`config.mk`:
```
export PLATFORM = sky130hd
export DESIGN_NAME = fifo_wr_arbiter
export DESIGN_NICKNAME = d
export VERILOG_FILES = /design/src/rtl/fifo_wr_arbiter.sv
export SDC_FILE = /design/constraint.sdc
export NUM_CORES = 1
export LEC_CHECK = 0
export CAP_MARGIN = 20
export CORE_AREA = 2 2 256 258
export CTS_CLUSTER_SIZE = 30
export DETAILED_ROUTE_END_ITERATION = 12
export DIE_AREA = 0 0 258 260
export PLACE_DENSITY = 0.36
export REMOVE_ABC_BUFFERS = 1
export SLEW_MARGIN = 10
export SYNTH_ARGS = -nofsm -noshare
export SYNTH_HDL_FRONTEND = slang
export SYNTH_SLANG_ARGS = --single-unit
export TNS_END_PERCENT = 50
```
`constraint.sdc`:
```
create_clock -name clk -period 7.4 [get_ports clk]
set_input_delay 0.74 -clock clk [delete_from_list [all_inputs] [get_ports clk]]
set_output_delay 0.74 -clock clk [all_outputs]
set_load 0.05 [all_outputs]
```
`src/rtl/fifo_wr_arbiter.sv`:
```
// Round-robin arbiter sharing one FIFO write port among NUM_REQ valid/ready producers.
// Grants are locked for bursts of up to MAX_BURST beats; the write port is registered.
module fifo_wr_arbiter #(
  parameter int NUM_REQ    = 4,
  parameter int DATA_WIDTH = 128,
  parameter int MAX_BURST  = 4
) (
  input  logic                          clk,
  input  logic                          rstn,
  input  logic [NUM_REQ-1:0]            req_valid,
  input  logic [NUM_REQ*DATA_WIDTH-1:0] req_data,
  input  logic [NUM_REQ-1:0]            req_last,
  output logic [NUM_REQ-1:0]            req_ready,
  input  logic                          fifo_alm_full,
  input  logic                          fifo_full,
  output logic                          fifo_wren,
  output logic [DATA_WIDTH-1:0]         fifo_wrdata,
  output logic [2:0]                    grant_id,
  output logic                          busy
);
  localparam int CNT_W = $clog2(MAX_BURST + 1);

  typedef enum logic [1:0] {IDLE, BURST, GAP} state_t;

  state_t                state_reg;
  logic [2:0]            last_gnt_reg;
  logic [CNT_W-1:0]      beat_cnt_reg;
  logic [CNT_W-1:0]      beat_cnt_next;
  logic [NUM_REQ-1:0]    gnt_onehot;
  logic                  gnt_valid;
  logic                  gnt_last;
  logic [DATA_WIDTH-1:0] gnt_data;
  logic [DATA_WIDTH-1:0] masked_data [NUM_REQ];
  logic [2:0]            pick;
  logic                  pick_found;
  int                    cand;

  genvar gi;
  generate
    for (gi = 0; gi < NUM_REQ; gi++) begin : g_sel
      assign gnt_onehot[gi]  = (grant_id == 3'(gi));
      assign masked_data[gi] = gnt_onehot[gi] ? req_data[gi*DATA_WIDTH +: DATA_WIDTH] : '0;
    end
  endgenerate

  always_comb begin
    gnt_data = '0;
    for (int i = 0; i < NUM_REQ; i++) begin
      gnt_data = gnt_data | masked_data[i];
    end
  end

  assign req_ready     = (state_reg == BURST) ? gnt_onehot : '0;
  assign gnt_valid     = |(req_valid & gnt_onehot);
  assign gnt_last      = |(req_last & gnt_onehot);
  assign busy          = (state_reg != IDLE);
  assign beat_cnt_next = beat_cnt_reg + CNT_W'(1);

  // Walk from the farthest candidate back toward last_gnt+1 so the nearest valid one wins.
  always_comb begin
    pick       = '0;
    pick_found = 1'b0;
    cand       = 0;
    for (int k = NUM_REQ; k >= 1; k--) begin
      cand = int'(last_gnt_reg) + k;
      if (cand >= NUM_REQ) begin
        cand = cand - NUM_REQ;
      end
      if (req_valid[cand]) begin
        pick       = 3'(cand);
        pick_found = 1'b1;
      end
    end
  end

  always_ff @(posedge clk) begin
    if (rstn) begin
      state_reg    <= IDLE;
      fifo_wren    <= 1'b0;
      fifo_wrdata  <= '0;
      grant_id     <= '0;
      last_gnt_reg <= 3'(NUM_REQ - 1);
      beat_cnt_reg <= '0;
    end else begin
      fifo_wren <= 1'b0;
      case (state_reg)
        IDLE: begin
          if (pick_found && !fifo_alm_full && !fifo_full) begin
            grant_id     <= pick;
            last_gnt_reg <= pick;
            beat_cnt_reg <= '0;
            state_reg    <= BURST;
          end
        end
        BURST: begin
          if (gnt_valid) begin
            fifo_wren    <= 1'b1;
            fifo_wrdata  <= gnt_data;
            beat_cnt_reg <= beat_cnt_next;
            if (gnt_last || (beat_cnt_next == CNT_W'(MAX_BURST))) begin
              state_reg <= GAP;
            end
          end else begin
            state_reg <= GAP;
          end
        end
        // One idle cycle lets the FIFO count settle before the next almost-full check.
        GAP:     state_reg <= IDLE;
        default: state_reg <= IDLE;
      endcase
    end
  end

endmodule

```
* Word level (Yosys, flattened, before mapping)
Cells that the tools add are included.
** Storage, ports and cells
- Word-level logic and storage cells :: 90
- Output and inout port bits :: 137
- Bits in registers :: 140
** Cells by class
- Mux-type cells :: 37
- Equality and inequality tests :: 8
- Magnitude comparators :: 8
- Bitwise operators :: 6
- Add/sub/neg operators :: 9
- Reductions and logical operators :: 16
** Operators with widths (number)
- 2-to-1 mux 128 bit :: 4
- bitwise OR 128 bit :: 3
- < comparator 32 x 4 -> 1 bit, second input constant :: 4
- 2-to-1 mux 32 bit :: 4
- subtractor 4 x 3 -> 5 bit, second input constant :: 4
- 2-to-1 mux 3 bit :: 6
- >= comparator 4 x 3 -> 1 bit, second input constant :: 4
- 2-to-1 mux 1 bit :: 13
- adder 3 x 2 -> 4 bit, second input constant :: 2
- AND 4 bit :: 2
- binary-select mux 1 bit (select 2 bit) :: 4
- OR reduction 4 bit :: 2
- equality test 3 x 2 -> 1 bit, second input constant :: 2
- 2-to-1 mux 2 bit :: 3
- one-hot mux 3 bit (2 select lines) :: 1
- AND reduction 2 bit :: 3
- adder 3 x 1 -> 4 bit, second input constant :: 1
- adder 3 x 3 -> 4 bit, second input constant :: 1
- 2-to-1 mux 4 bit :: 1
- != test 2 bit, second input constant :: 2
- one-hot mux 2 bit (2 select lines) :: 1
- nonzero test 2 bit :: 2
- adder 3 x 1 -> 3 bit, second input constant :: 1
- equality test 3 x 1 -> 1 bit, second input constant :: 1
- other kinds (11) :: 13

* Depth between registers and ports, before layout
Gate-level depths: netlist of the first run.
- Word-level depth :: 14
- Depth in mapped cells :: 8
- Depth with buffers taken out :: 6

* Worst setup path before layout of the first run
OpenSTA, ideal clock, no wires.
- Kind :: register to output
- From :: register grant_id[0]
- To :: output port req_ready[1]
- Cell stages (with the launch flop) :: 6
- Required time :: 6.660 ns
- Buffers on the path :: 3
- Data arrival time :: 2.428 ns
- Setup slack :: 4.232 ns
- Cell sequence :: dfxtp_1 -> buf_6 -> nor3b_1 -> clkbuf_1 -> clkbuf_1 -> nor2b_1
** On the way
- Word-level cells in the longest chain between the ends :: 2
** RTL lines
- start, declared :: line 18 : output logic [2:0] grant_id,
- start signal, assigned :: line 89 : grant_id <= pick;
- equality test 3 x 1 -> 1 bit :: line 41 : assign gnt_onehot[gi] = (grant_id == 3'(gi));
- 2-to-1 mux 4 bit :: line 53 : assign req_ready = (state_reg == BURST) ? gnt_onehot : '0;
- end, declared :: line 13 : output logic [NUM_REQ-1:0] req_ready,
Every way passes these cells.

* Worst setup path in the final report of the first run
Same ends and word-level chain as after synthesis.

==> run metrics, run 1 <==
status finished, final reports clean; Pleak 4.90 nW; post-cts gate resize count 0; Total Wirelength roughly 48 mm; IO buf count 660; largest net degree at the start of global routing roughly 140; die area ~0.067 mm²; area post-placement between 0.015 and 0.02 mm²; Tcrit/Tclk final 0.519; WS Path Type flip-flop to primary output; H-tree levels 4; row cnt 93; fraction of layout cells with a size suffix above 1 0.0885; Nets 1,961; top-count cell post-synth a22oi_1; top cells by area, synth dfxtp_1 (35%), a22oi_1 (24%), a311oi_2 (13%); via/cell ratio 4.20; residual DRC count 0; num ports between 600 and 700; final setup fails 0; first-pass GRT wire length just under 70 mm; Final Slew Violations 0; Post-Syn Area 0.00792 mm²; Die Y 260 µm; Final min period ~3800 ps; Layout area overhead 101%; max reg flops 128; # diodes 0; total CTS buffers 17; Sink Count 139; Ys Warns 0; total grt overflow 0; VDD IR max between 0.0001 and 0.00015 V; CTS root buffer clkbuf_16; Unique masters post-synth 44; EDFF count, synth 0; First DRT Iteration DRCs ~500; startpoint types flip-flop; Die W approximately 260 µm; CTS tree yes; Mean Syn Cell Area 9.31 µm²; cells after synthesis 851; Fin. Hold Viols 0; core area roughly 0.064 mm²; Detailed Place HPWL 35.1 mm; RSZ-0062 raised after global routing false; post-CTS setup repair buffer count 0; fmax 260 MHz; RD Place Congestion 0.795; worst skew pair latency between 400 and 500 ps; Critical Path AT 3100 ps; crit-path max FO 129; post-synth top area share 0.351; final std cells w/o fill 2,301; Worst-path clk slew 70 ps; Max-slew headroom 0.340; per-cell routed wire length 20.7 µm; post-cts hold buffer count 0; initial core utilization 0.124; Power Density 166 mW/mm²; final instance area roughly 0.016 mm²; final clock skew slightly below 8 ps; actual slew at the worst max-slew pin 990 ps; placed insts 2,268; initial antenna violation count 0; vias in the first global route 9,943; async set-reset flop share out of synthesis 0; Tightest Hold Check Type flip-flop to flip-flop; #FFs+latches synth between 100 and 150; antenna viol nets, final 0; Crit path required time approximately 6700 ps; vias post-DR 9,675; most area-hungry cell type in the Yosys netlist dfxtp_1; drt first pass iters 7; Most used DFF post-synth dfxtp_1; Max-Cap Viols 0; CTS Buffer Depth 2; Crit. End Element primary output; Synth top cells by count a22oi_1 (257), dfxtp_1 (139), nor2_1 (133); GRT Overall Usage 0.137; Seq/Total Area, Yosys 0.351
-- power by group --
| part | leakage (nW) | internal (mW) | switching, mW | total [mW] |
|---|---|---|---|---|
| Combinational | 3.46 | 0.408 | 0.384 | 0.792 |
| Clock | 0.317 | 0.634 | 0.401 | 1.04 |
| Sequential | 1.13 | 0.782 | 0.0243 | 0.807 |
-- metal layers --
metal | global-route usage | vias up | routed length, µm
met1 | 0.152 | 4610 | 18500
met5 | 0 | - | 0
met4 | 0.0546 | 0 | 1220
li1 | - | 4619 | -
met3 | 0.0340 | 55 | 3030
met2 | 0.248 | 391 | 25000
-- critical path: stages (launching register included) --
cell and delay, ps:
dfxtp_1 670, nor3b_2 330, buf_12 520, nor2b_1 210, clkdlybuf4s50_1 830
-- area by class of cell --
type / count / area (µm²)
Fill cell: 6819 / 48200
Clock buffer: 18 / 429
Inverter: 9 / 33.8
Multi-Input combinational cell: 593 / 4610
Tap cell: 855 / 1070
Sequential cell: 139 / 2780
Timing Repair Buffer: 673 / 6730
Clock inverter: 14 / 243
-- through the flow --
step                setup WS, ps  total power [mW]  TNS [ps]  hold WS (ps)   util
CTS                         3440              2.70         0           497  0.248
detailed placement          3560              1.62         0           484  0.237
global route                3340              2.76         0           515  0.248
global placement            3620              1.62         0           479  0.237
floorplan                  -2120              1.17   -184670           452      -
finish                      3560              2.63         0           493  0.248
-- final timing paths --
kind,start,end,slack [ps],cells after the start
worst max-delay path,grant_id[0],req_ready[1],3560,4
worst min register to register,beat_cnt_reg[2],beat_cnt_reg[2],490,1
worst min-delay path,beat_cnt_reg[2],beat_cnt_reg[2],490,1
worst max register to register,grant_id[1],fifo_wrdata[8],4220,5
-- cell usage in the layout, fill, tap and decap left out, types with 2 or more instances in the layout --
cell type,Yosys,layout
clkdlybuf4s50_1,0,659
a22oi_1,257,257
dfxtp_1,139,139
nor2_1,133,133
a311oi_2,67,67
a311oi_1,62,62
clkbuf_16,0,17
buf_4,1,10
inv_1,9,9
nand2_1,9,9
a21oi_1,8,8
mux4_2,6,6
bufinv_16,0,6
nor2b_1,5,5
o21ai_0,4,4
ha_1,4,4
nor4_1,3,3
mux2i_1,3,3
clkinvlp_4,0,3
nand2b_1,2,2
nor3b_2,0,2
nor3b_1,4,2
o41ai_1,2,2
a221oi_1,2,2
mux2_2,2,2
a211oi_1,2,2
inv_6,0,2
clkinv_4,0,2
buf_12,0,2
-- cell families (layout without fill, tap and decap cells) --
kind of cell | after synthesis | count (layout) | synth area share
and+or+nand+nor | 164 | 164 | 0.0859
xor gates and xnor gates | 1 | 1 | 0.00111
adders and majority gates | 4 | 4 | 0.00632
buffers and inverters | 119 | 714 | 0.0687
muxes | 11 | 11 | 0.0237
AOI/OAI and AO/OA | 413 | 413 | 0.463
DFF | 139 | 139 | 0.351
No activity file was read; power rests on OpenSTA's default activity.
==> run 2: changes to the inputs <==
Settings changed: CORE_AREA 2 2 256 258 to 2 2 257 259, DIE_AREA 0 0 258 260 to 0 0 259 261, PLACE_DENSITY 0.36 to 0.37.
Clock period 7.4 ns to 3.4 ns, I/O delays scaled along.
==> run metrics, run 2 (synthesis gave the netlist of run 1 again) <==
status finished, final reports clean; Critical Path AT 2440 ps (-660 ps); first-pass GRT wire length 67.9 mm (+0.16%); vias in the first global route 10.1k (+1.3%); final setup fails 0 (unchanged); Crit path required time 3060 ps (-3600 ps); RR Endpoint grant_id[2]; Layout area overhead 102%; core area 0.0650 mm² (+1.4%); Pleak 4.96 nW (+1.0%); sequential power share 0.317 (+0.011); Nets 1,970 (+0.46%); initial core utilization 0.122 (-0.00176); Final Slew Violations 0 (unchanged); setup TNS 0 ps (unchanged); total grt overflow 0 (unchanged); drt first pass iters 5 (-2); largest net degree at the start of global routing 129 (-8.5%); Die Y 261 µm (+0.38%); critical path's slowest cell clkdlybuf4s50_1; CTS root buffer clkbuf_16; Crit. End Element primary output; VDD IR max 0.000283 V (+98%); row cnt 94 (+1.1%); hold depth 2 (+1); Max-slew headroom 0.478 (+0.138); CP Buf/Inv Count 1 (-1); H-tree levels 4 (unchanged); Final min period 2780 ps; startpoint types flip-flop; FILL cells 6,951 (+1.9%); Gate power share 0.315 (+0.014); pre-CTS setup slack 558 ps (-3000 ps); Die W 259 µm (+0.39%); FF-to-FF path depth 5 (unchanged); WS Path Type flip-flop to primary output; switching share of power 0.317 (+0.00946); max reg flops 128 (unchanged); post-CTS setup repair buffer count 0 (unchanged); Largest stage delay, worst path 830 ps (about the same); actual slew at the worst max-slew pin 783 ps (-207 ps); fmax 359 MHz; post-cts hold buffer count 0 (unchanged); Tightest Hold Check Type input pin to flip-flop; RD Place Congestion 0.796 (+0.10%); power share of the clock group 0.368 (-0.025); crit-path max FO 9 (-93%); residual DRC count 0 (unchanged); worst skew pair latency 470 ps (about the same); worst setup margin 616 ps (-2940 ps); die area 0.0676 mm² (+0.77%); commonest non-fill, non-tap cell in the layout clkdlybuf4s50_1; Sw Pwr 1.75 mW (+120%); Total Wirelength 47.6 mm (-0.29%); vias post-DR 9,804 (+1.3%); register area 0.00278 mm² (unchanged); hold wc startpoint rstn; r2r startpoint last_gnt_reg[0]; initial antenna violation count 5 (+5); final clock skew 9.10 ps (+1.23 ps); critical path's top delay family buffers and inverters; P_int 3.79 mW (+110%); Worst-path clk slew 70 ps (about the same); Sink Count 139 (unchanged); CP cell instances nor3b_2 -> nor2b_1 -> clkdlybuf4s50_1; First DRT Iteration DRCs 450 (-11%); RSZ-0062 raised after global routing false; via/cell ratio 4.22 (+0.46%); CTS Buffer Depth 2 (unchanged); num ports 661 (unchanged); IO buf count 660 (unchanged); per-cell routed wire length 20.5 µm (-1.1%); R2R setup slack 760 ps (-3460 ps); GRT Overall Usage 0.136 (-0.00107); Max-Cap Viols 0 (unchanged); commonest non-fill, non-tap cells in the layout clkdlybuf4s50_1 (659), a22oi_1 (257), dfxtp_1 (139); Hold EP beat_cnt_reg[0]; post-cts gate resize count 0 (unchanged); Multi-input gate area 0.00461 mm² (unchanged); Fin. Hold Viols 0 (unchanged); Detailed Place HPWL 35.3 mm (+0.77%); fraction of layout cells with a size suffix above 1 0.0942 (+0.00564); total CTS buffers 17 (unchanged); antenna viol nets, final 0 (unchanged); Tcrit/Tclk final 0.819; Power Density 346 mW/mm² (+110%); CTS tree yes
[run 2: worst max path at each step]
stage | cells past startpoint | slack (ps) | startpoint | to
2_1_floorplan | 2 | -5720 | grant_id[1] | req_ready[2]
3_3_place_gp | 6 | 610 | req_valid[3] | fifo_wrdata[100]
3_5_place_dp | 6 | 560 | req_valid[3] | fifo_wrdata[99]
4_1_cts | 3 | 510 | grant_id[0] | req_ready[1]
5_1_grt | 3 | 390 | grant_id[0] | req_ready[1]
6_report | 3 | 620 | grant_id[0] | req_ready[1]
[run 2: per-stage QoR]
stage	hold slack, ps	area [µm²]	instances	util	power [mW]
5_1_grt	332	16000	2321	0.246	5.84
3_3_place_gp	478	15400	2287	0.237	3.56
2_1_floorplan	408	7410	741	-	2.55
6_report	337	16000	2321	0.246	5.54
3_5_place_dp	490	15400	2287	0.237	3.56
4_1_cts	286	16000	2319	0.246	5.68
[run 2: area by class of cell]
cell class / count / share of cell area
Timing Repair Buffer: 682 / 0.430
Multi-Input combinational cell: 593 / 0.288
Sequential cell: 139 / 0.174
Tap cell: 864 / 0.0675
Clock buffer: 19 / 0.0277
Clock inverter: 13 / 0.0104
Inverter: 9 / 0.00211
Antenna cell: 2 / 0.000313
[run 2: power groups by stage]
stage	Clock (mW)	Combinational, mW	Sequential [mW]
after floorplan	0	0.528	2.03
after global placement	0	1.76	1.79
after detailed placement	0	1.76	1.79
after CTS	2.16	1.77	1.76
after global routing	2.21	1.86	1.77
final	2.04	1.75	1.76
[run 2: metal layers]
metal / routed length (µm) / global-route usage / vias up
li1: - / - / 4645
met2: 24600 / 0.241 / 389
met5: 21 / 0 / -
met3: 3280 / 0.0446 / 43
met1: 18800 / 0.153 / 4723
met4: 843 / 0.0414 / 4
==> run 3: changes to the inputs <==
Settings changed: CORE_AREA 2 2 257 259 to 2 2 260 262, DIE_AREA 0 0 259 261 to 0 0 262 264, PLACE_DENSITY 0.37 to 0.35.
Clock period 3.4 ns to 2.6 ns, I/O delays scaled along.
==> run metrics, run 3 (synthesis gave the netlist of run 1 again) <==
status finished, final reports clean; Nets 2,001 (+1.6%); actual slew at the worst max-slew pin 585 ps (-198 ps); startpoint types flip-flop; Detailed Place HPWL 37.8 mm (+6.8%); register area 0.00278 mm² (unchanged); residual DRC count 0 (unchanged); Crit. End Element primary output; VDD IR max 0.000365 V (+29%); switching share of power 0.322 (+0.00577); Sink Count 139 (unchanged); Tightest Hold Check Type input pin to flip-flop; Gate power share 0.332 (+0.017); worst skew pair latency 480 ps (about the same); vias in the first global route 10.3k (+2.6%); max reg flops 128 (unchanged); RSZ-0062 raised after global routing false; Final min period 2430 ps; num ports 661 (unchanged); crit-path max FO 16 (+7); first-pass GRT wire length 69.2 mm (+1.8%); total CTS buffers 17 (unchanged); H-tree levels 4 (unchanged); Crit path required time 2340 ps (-720 ps); Multi-input gate area 0.00461 mm² (unchanged); initial core utilization 0.119 (-0.00279); power share of the clock group 0.346 (-0.022); GRT Overall Usage 0.136 (+0.000906); final clock skew 15.7 ps (+6.64 ps); Max-slew headroom 0.609 (+0.131); Worst-path clk slew 70 ps (about the same); via/cell ratio 4.09 (-3.1%); vias post-DR 9,653 (-1.5%); Sw Pwr 2.29 mW (+31%); setup TNS 0 ps (unchanged); Die Y 264 µm (+1.1%); die area 0.0692 mm² (+2.3%); row cnt 95 (+1.1%); final setup fails 0 (unchanged); Critical Path AT 2170 ps (-270 ps); FILL cells 7,142 (+2.7%); total power 7.11 mW (+28%); total grt overflow 0 (unchanged); WS Path Type flip-flop to primary output; Die W 262 µm (+1.2%); CTS root buffer clkbuf_16; CTS Buffer Depth 2 (unchanged); commonest non-fill, non-tap cells in the layout clkdlybuf4s50_1 (655), a22oi_1 (257), dfxtp_1 (139); Final Slew Violations 0 (unchanged); commonest non-fill, non-tap cell in the layout clkdlybuf4s50_1; WHS 245 ps (-92.7 ps); initial antenna violation count 1 (-4); Fin. Hold Viols 0 (unchanged); fraction of layout cells with a size suffix above 1 0.114 (+0.0203); largest net degree at the start of global routing 70 (-46%); P_int 4.82 mW (+27%); CTS tree yes; fmax 411 MHz; Total Wirelength 48.4 mm (+1.7%); First DRT Iteration DRCs 471 (+4.7%); antenna viol nets, final 0 (unchanged); drt first pass iters 4 (-1); Tcrit/Tclk final 0.935; Power Density 435 mW/mm² (+26%); Max-Cap Viols 0 (unchanged); IO buf count 660 (unchanged); Pleak 5.15 nW (+3.9%); Layout area overhead 106%; per-cell routed wire length 20.5 µm (about the same); RD Place Congestion 0.775 (-2.7%); sequential power share 0.321 (+0.004); core area 0.0666 mm² (+2.3%)
[run 3: worst max-delay path, stage by stage (launching register included)]
cell,delay (ps)
dfxtp_1,620
nor3b_2,440
buf_12,220
nor2b_1,240
buf_12,170
[run 3: area by class of cell]
type / count / share of cell area
Clock buffer: 20 / 0.0279
Timing Repair Buffer: 713 / 0.445
Clock inverter: 11 / 0.00597
Inverter: 9 / 0.00207
Sequential cell: 139 / 0.170
Multi-Input combinational cell: 593 / 0.282
Antenna cell: 1 / 0.000153
Tap cell: 873 / 0.0668
[run 3: final timing paths]
| path | endpoint | slack, ps | cells past startpoint | start |
|---|---|---|---|---|
| setup / recovery | req_ready[2] | 170 | 4 | grant_id[1] |
| hold / removal | fifo_wrdata[31] | 240 | 2 | rstn |
| setup reg to reg | grant_id[2] | 420 | 5 | last_gnt_reg[0] |
| hold reg to reg | beat_cnt_reg[2] | 490 | 1 | beat_cnt_reg[2] |
[run 3: metrics by stage]
| stage | setup slack [ps] | cell area [µm²] | util | instances |
|---|---|---|---|---|
| after floorplan | -6490 | 7410 | - | 741 |
| after global placement | 355 | 15800 | 0.237 | 2327 |
| after detailed placement | 356 | 15800 | 0.237 | 2327 |
| after CTS | 53.2 | 16400 | 0.246 | 2358 |
| after global routing | 54.8 | 16400 | 0.246 | 2359 |
| final | 169 | 16400 | 0.246 | 2359 |
[run 3: power by group through the flow]
stage          registers, mW  logic, mW  clock network (mW)
5_1_grt                 2.30       2.53                2.68
2_1_floorplan           2.65      0.691                   0
3_3_place_gp            2.33       2.39                   0
3_5_place_dp            2.34       2.39                   0
4_1_cts                 2.29       2.40                2.62
6_report                2.29       2.36                2.46
[run 3: metal layers]
| metal | vias to the layer above | wire length (µm) | global-route usage | share of wire |
|---|---|---|---|---|
| met1 | 4577 | 18900 | 0.152 | 0.39 |
| li1 | 4703 | - | - | - |
| met4 | 0 | 616 | 0.0310 | 0.013 |
| met3 | 28 | 3170 | 0.0392 | 0.066 |
| met2 | 345 | 25700 | 0.253 | 0.53 |
| met5 | - | 0 | 0 | 0 |
[run 3: repair_timing]
| action | CTS | global route |
|---|---|---|
| endpoints found under the setup margin | 0 | 1 |
| resized for setup | 0 | 1 |
| hold buffers | 0 | 0 |
| setup buffers | 0 | 0 |
